--- config.mk ---
export PLATFORM = sky130hd
export DESIGN_NAME = life_tracker
export DESIGN_NICKNAME = d
export VERILOG_FILES = /design/src/rtl/game_pkg.sv /design/src/rtl/sprite_overlap.sv /design/src/rtl/life_tracker.sv
export SDC_FILE = /design/constraint.sdc
export NUM_CORES = 1
export LEC_CHECK = 0
export CORE_AREA = 4 4 112 114
export DETAILED_ROUTE_END_ITERATION = 16
export DIE_AREA = 0 0 116 118
export PLACE_DENSITY_LB_ADDON = 0.2
export SYNTH_ARGS = -nofsm -noshare
export SYNTH_HDL_FRONTEND = slang
export SYNTH_SLANG_ARGS = --single-unit
export TNS_END_PERCENT = 5
--- constraint.sdc ---
create_clock -name clk -period 2.1 [get_ports clk]
set_input_delay 0.42 -clock clk [delete_from_list [all_inputs] [get_ports clk]]
set_output_delay 0.42 -clock clk [all_outputs]
set_load 0.005 [all_outputs]
--- src/rtl/game_pkg.sv ---
// Shared definitions for the player life tracking logic: FSM state
// encoding and default sprite / life sizes.
package game_pkg;

   typedef enum logic [1:0] {
      ST_ALIVE    = 2'd0,
      ST_COOLDOWN = 2'd1,
      ST_DEAD     = 2'd2
   } state_t;

   localparam int DEF_SPR_W    = 4;
   localparam int DEF_SPR_H    = 4;
   localparam int DEF_MAX_LIFE = 3;

endpackage

--- src/rtl/sprite_overlap.sv ---
// Combinational axis-aligned bounding-box test between the player sprite
// and one fireball sprite. Sums are formed one bit wider than the
// coordinates so sprites at the right/bottom edge never wrap to zero.
module sprite_overlap #(
   parameter int X_W   = 7,
   parameter int Y_W   = 6,
   parameter int SPR_W = 4,
   parameter int SPR_H = 4
) (
   input  logic [X_W-1:0] char_x,
   input  logic [Y_W-1:0] char_y,
   input  logic [X_W-1:0] fire_x,
   input  logic [Y_W-1:0] fire_y,
   input  logic           valid,
   output logic           hit
);

   logic [X_W:0] char_x_end;
   logic [X_W:0] fire_x_end;
   logic [Y_W:0] char_y_end;
   logic [Y_W:0] fire_y_end;
   logic         ovl_x;
   logic         ovl_y;

   assign char_x_end = {1'b0, char_x} + (X_W+1)'(SPR_W);
   assign fire_x_end = {1'b0, fire_x} + (X_W+1)'(SPR_W);
   assign char_y_end = {1'b0, char_y} + (Y_W+1)'(SPR_H);
   assign fire_y_end = {1'b0, fire_y} + (Y_W+1)'(SPR_H);

   assign ovl_x = (char_x_end > {1'b0, fire_x}) && (fire_x_end > {1'b0, char_x});
   assign ovl_y = (char_y_end > {1'b0, fire_y}) && (fire_y_end > {1'b0, char_y});

   assign hit = valid && ovl_x && ovl_y;

endmodule

--- src/rtl/life_tracker.sv ---
// Player life counter: checks the player against NUM_FIRE fireballs each
// cycle, takes a life on a hit, then holds a fixed invulnerability window.
// Heal pickups add a life up to MAX_LIFE; running out of lives latches a
// DEAD state that only restart (or reset) leaves. All outputs registered.
module life_tracker import game_pkg::*; #(
   parameter int NUM_FIRE  = 4,
   parameter int X_W       = 7,
   parameter int Y_W       = 6,
   parameter int SPR_W     = DEF_SPR_W,
   parameter int SPR_H     = DEF_SPR_H,
   parameter int MAX_LIFE  = DEF_MAX_LIFE,
   parameter int LIFE_W    = 2,
   parameter int CD_CYCLES = 8,
   parameter int CD_W      = 3
) (
   input  logic                    clk,
   input  logic                    clr_n,
   input  logic                    restart,
   input  logic                    heal,
   input  logic [X_W-1:0]          char_x,
   input  logic [Y_W-1:0]          char_y,
   input  logic [NUM_FIRE*X_W-1:0] fire_x,
   input  logic [NUM_FIRE*Y_W-1:0] fire_y,
   input  logic [NUM_FIRE-1:0]     fire_valid,
   output logic [LIFE_W-1:0]       life,
   output logic                    cooldown,
   output logic [CD_W-1:0]         cd_cnt,
   output logic                    hit_pulse,
   output logic [NUM_FIRE-1:0]     hit_mask,
   output logic                    game_over
);

   localparam logic [LIFE_W-1:0] LIFE_FULL = LIFE_W'(MAX_LIFE);
   localparam logic [CD_W-1:0]   CD_LAST   = CD_W'(CD_CYCLES - 1);

   logic [NUM_FIRE-1:0] overlap;
   logic                any_hit;

   state_t              state, state_nx;
   logic [LIFE_W-1:0]   life_nx;
   logic                cooldown_nx;
   logic [CD_W-1:0]     cd_cnt_nx;
   logic                hit_pulse_nx;
   logic [NUM_FIRE-1:0] hit_mask_nx;
   logic                game_over_nx;

   for (genvar i = 0; i < NUM_FIRE; i++) begin : g_ovl
      sprite_overlap #(
         .X_W   (X_W),
         .Y_W   (Y_W),
         .SPR_W (SPR_W),
         .SPR_H (SPR_H)
      ) u_ovl (
         .char_x (char_x),
         .char_y (char_y),
         .fire_x (fire_x[i*X_W +: X_W]),
         .fire_y (fire_y[i*Y_W +: Y_W]),
         .valid  (fire_valid[i]),
         .hit    (overlap[i])
      );
   end

   assign any_hit = |overlap;

   // Next-state and next-output decode; restart beats hit, hit beats heal.
   always_comb begin
      state_nx     = state;
      life_nx      = life;
      cooldown_nx  = cooldown;
      cd_cnt_nx    = cd_cnt;
      hit_pulse_nx = 1'b0;
      hit_mask_nx  = hit_mask;
      game_over_nx = game_over;

      if (restart) begin
         state_nx     = ST_ALIVE;
         life_nx      = LIFE_FULL;
         cooldown_nx  = 1'b0;
         cd_cnt_nx    = '0;
         hit_mask_nx  = '0;
         game_over_nx = 1'b0;
      end else begin
         case (state)
            ST_ALIVE: begin
               if (any_hit) begin
                  hit_pulse_nx = 1'b1;
                  hit_mask_nx  = overlap;
                  if (life <= LIFE_W'(1)) begin
                     state_nx     = ST_DEAD;
                     life_nx      = '0;
                     game_over_nx = 1'b1;
                  end else begin
                     state_nx    = ST_COOLDOWN;
                     life_nx     = life - LIFE_W'(1);
                     cooldown_nx = 1'b1;
                     cd_cnt_nx   = '0;
                  end
               end else if (heal && (life < LIFE_FULL)) begin
                  life_nx = life + LIFE_W'(1);
               end
            end
            ST_COOLDOWN: begin
               if (cd_cnt == CD_LAST) begin
                  state_nx    = ST_ALIVE;
                  cooldown_nx = 1'b0;
                  cd_cnt_nx   = '0;
               end else begin
                  cd_cnt_nx = cd_cnt + CD_W'(1);
               end
               if (heal && (life < LIFE_FULL)) begin
                  life_nx = life + LIFE_W'(1);
               end
            end
            ST_DEAD: begin
               life_nx      = '0;
               game_over_nx = 1'b1;
            end
            default: begin
               state_nx = ST_ALIVE;
            end
         endcase
      end
   end

   // State and output registers, cleared asynchronously by clr_n.
   always_ff @(posedge clk or negedge clr_n) begin
      if (!clr_n) begin
         state     <= ST_ALIVE;
         life      <= LIFE_FULL;
         cooldown  <= 1'b0;
         cd_cnt    <= '0;
         hit_pulse <= 1'b0;
         hit_mask  <= '0;
         game_over <= 1'b0;
      end else begin
         state     <= state_nx;
         life      <= life_nx;
         cooldown  <= cooldown_nx;
         cd_cnt    <= cd_cnt_nx;
         hit_pulse <= hit_pulse_nx;
         hit_mask  <= hit_mask_nx;
         game_over <= game_over_nx;
      end
   end

endmodule

==> impl_metrics.tcl <==
set metrics [dict create \
    run_status "finished with violations" \
    failed_checks "setup timing" \
    seq_total_area_yosys_pct 8.94 \
    clkLatencyLatePin_ps 240 \
    finalWorstPathRequiredPeriod_ps 2710 \
    coreArea_um2 11400 \
    detailedRoute.firstIterationViolations 134 \
    achievable-frequency_mhz 370 \
    globalRouteMet1Util_pct 23.3 \
    num_rows 39 \
    power_mw 2.50 \
    synth_async_sr_flop_share_pct 100 \
    die_width_um 116 \
    grt_busiest_layer "met2" \
    use_met3_pct 1.29 \
    top_library_cells_by_usage_in_the_layout_fill_and_taps_aside "95 x buf_4, 87 x ha_1, 71 x inv_1" \
    highest_ir_drop_seen_on_vdd_mv 0.524 \
    buffer_ports.inserted 84 \
    drtAntennaViolNets 0 \
    internal_power_mw 1.48 \
    setup-tns-final_ps -7640 \
    finish.net_count 848 \
    initial_antenna_violation_count 0 \
    drv.max_cap_violation_count 0 \
    yosys_register_bits 14 \
    grt_pass1_wl_mm 20.2 \
    dpl.cell_count 779 \
    finalMaxSlewViolations 0 \
    min_delay_path_depth 1 \
    dr.pass1.iters 4 \
    switching_share_pct 40.5 \
    synth_top_flop_cell "dfrtp_1" \
    synth.lib_cells_used.distinct 63 \
    power.leakage_nw 3.26 \
    hold_ws_ps 542 \
    synth.area.top_cells "ha_1 36%, dfrtp_1 7.6%, inv_1 7.3%, nand3_1 4.3%, a21oi_1 3.7%" \
    placed_cell_area_um2 5750 \
    setup_viol 14 \
    drc 0 \
    tightest_slew_ps 649 \
    yosys_warnings 0 \
    synthesis.instances 469 \
    timing.critical_path.required_ps 2230 \
    clockPowerShare_pct 16.1 \
    comb_power_share_pct 70.2 \
    crit_path_max_fanout 7 \
    total_wirelength_mm 12.3 \
    met2_usage_pct 31.9 \
    critPathLaunchType "input port" \
    synth_top_area_share_pct 36.1 \
    final_area_um2 6610 \
    globalRoute.totalOverflow 0 \
    power.sequential.fraction_pct 13.7 \
    cts_tree "built" \
    number_of_standard_cells_in_the_layout_taps_in_and_fillers_out 803 \
    route.detailed.wl_per_inst_um 15.4 \
    crit_type "in -> reg" \
    cts_hold_buf 0 \
    first_global_vias 4409 \
    drive_above_1_share_pct 39.5 \
    numCtsBuffers 3 \
    clk_pin_slew_ps 50 \
    fp.dieArea_um2 13700 \
    yosysTopAreaCell "ha_1" \
    die_h_um 118 \
    routed_via_count_divided_by_cell_count 5.15 \
    floorplan.initialDensity_pct 34.6 \
    cts.path.max_buffers 2 \
    hp-class "reg -> reg" \
    floorplan.io_pins 85 \
    pwr_cell_area_nw_per_um2 377 \
    commonest_non_fill_non_tap_cell_in_the_layout "buf_4" \
    grt_setup_unrepaired "true" \
    fin_util_pct 57.9 \
    finClkSkew_ps 1.83 \
    largest_net_degree_at_the_start_of_global_routing 15 \
    detailed_place_hpwl_mm 9.88 \
    postSynthNetCount 656 \
    edff_count_synth 0 \
    diodes 0 \
    worst_slack_after_detailed_placement_ps -1450 \
    final.setup.worst_slack_ps -605 \
    mappedNetlistArea_um2 3950 \
    clock_tree.htree_level_count 1 \
    num_vias 4133 \
    power_switching_mw 1.01 \
    reg2reg_depth 7 \
    critical_path_arrival_ps 2840 \
    gr-usage-all-layers_pct 17.7 \
    fin_crit_sh_pct 129 \
    cts_root_buf "clkbuf_16" \
    end_kind "flip-flop" \
    areaGrowthSynthToFinish_pct 67.5 \
    clock_sinks 14 \
    routabilityCongestion 0.897 \
    slew_headroom_pct 56.6 \
    final_hold_violation_count 0 \
    syn_area_per_cell_um2 8.42 \
]
logic make-up (layout without fill, tap and decap cells):
family | Yosys count | count (layout) | synth area share (%)
buffers and inverters | 86 | 277 | 8.56
AO/OA/AOI/OAI | 121 | 121 | 23.5
adder cells (fa/ha/maj) | 114 | 114 | 36.1
flip-flops | 14 | 14 | 8.94
multiplexers | 2 | 2 | 0.507
XOR/XNOR | 26 | 26 | 5.77
AND/OR/NAND/NOR | 106 | 106 | 16.6
area by class of cell:
| class | instances | area (um^2) |
|---|---|---|
| tap | 143 | 179 |
| fill | 1009 | 4810 |
| inverter | 81 | 307 |
| multi-input combinational | 369 | 4060 |
| sequential | 14 | 353 |
| clock buffer | 4 | 88.8 |
| timing repair buffer | 192 | 1620 |
per-layer routing:
layer / vias up / routed length (um) / part of all wire (%)
met1: 1954 / 5410 / 44
met2: 78 / 6360 / 52
met3: 14 / 400 / 3.2
met5: - / 0 / 0
met4: 0 / 165 / 1.3
li1: 2087 / - / -
cell usage after synthesis, drive strengths merged, types with 4 or more instances:
cell type / instances
o22ai: 6
a2111oi: 4
xor2: 10
o21ai: 13
nor2b: 16
ha: 114
a211o: 7
o211ai: 8
a21oi: 30
nor2: 10
nand4: 5
inv: 81
nor4: 4
a31oi: 5
nor3: 9
and3: 7
a211oi: 6
a21o: 18
nand3: 35
xnor2: 16
nand2: 11
dfrtp: 12
path summary, 6_finish.rpt:
kind,from,to,slack (ps)
setup / recovery,char_x[2],cd_cnt[1],-610
hold / removal,cd_cnt[2],cd_cnt[2],540
setup reg to reg,state[0],life[0],370
hold reg to reg,cd_cnt[2],cd_cnt[2],540
max in group asynchronous,clr_n,state[0],1110
min in group asynchronous,clr_n,hit_mask[0],580
sequential cells by signal (all words and copies together) (netlist names):
signal     flops
cd_cnt         3
cooldown       1
game_over      1
hit_mask       4
hit_pulse      1
life           2
state          2
worst max-delay path: stages:
cell and delay [ps]:
buf_8 110, ha_4 160, buf_6 120, xor2_4 150
buf_6 130, ha_4 270, nand3_4 60, a21o_1 150
a221o_1 370, nor3_4 240, nor4_4 80, buf_6 160
o21a_1 190, a32o_1 210
timing repair:
action	in CTS	in global routing
setup endpoints to repair	14	14
setup buffers	14	6
gates resized for setup	213	43
pin swaps	77	41
power groups by stage:
stage / clock [mW] / combinational, mW / sequential (mW)
after floorplan: 0 / 0.878 / 0.341
final: 0.403 / 1.75 / 0.342
after global placement: 0 / 1.45 / 0.344
after CTS: 0.408 / 1.66 / 0.343
after global routing: 0.424 / 1.94 / 0.346
after detailed placement: 0 / 1.49 / 0.345
No activity file was read; power rests on OpenSTA's default activity.
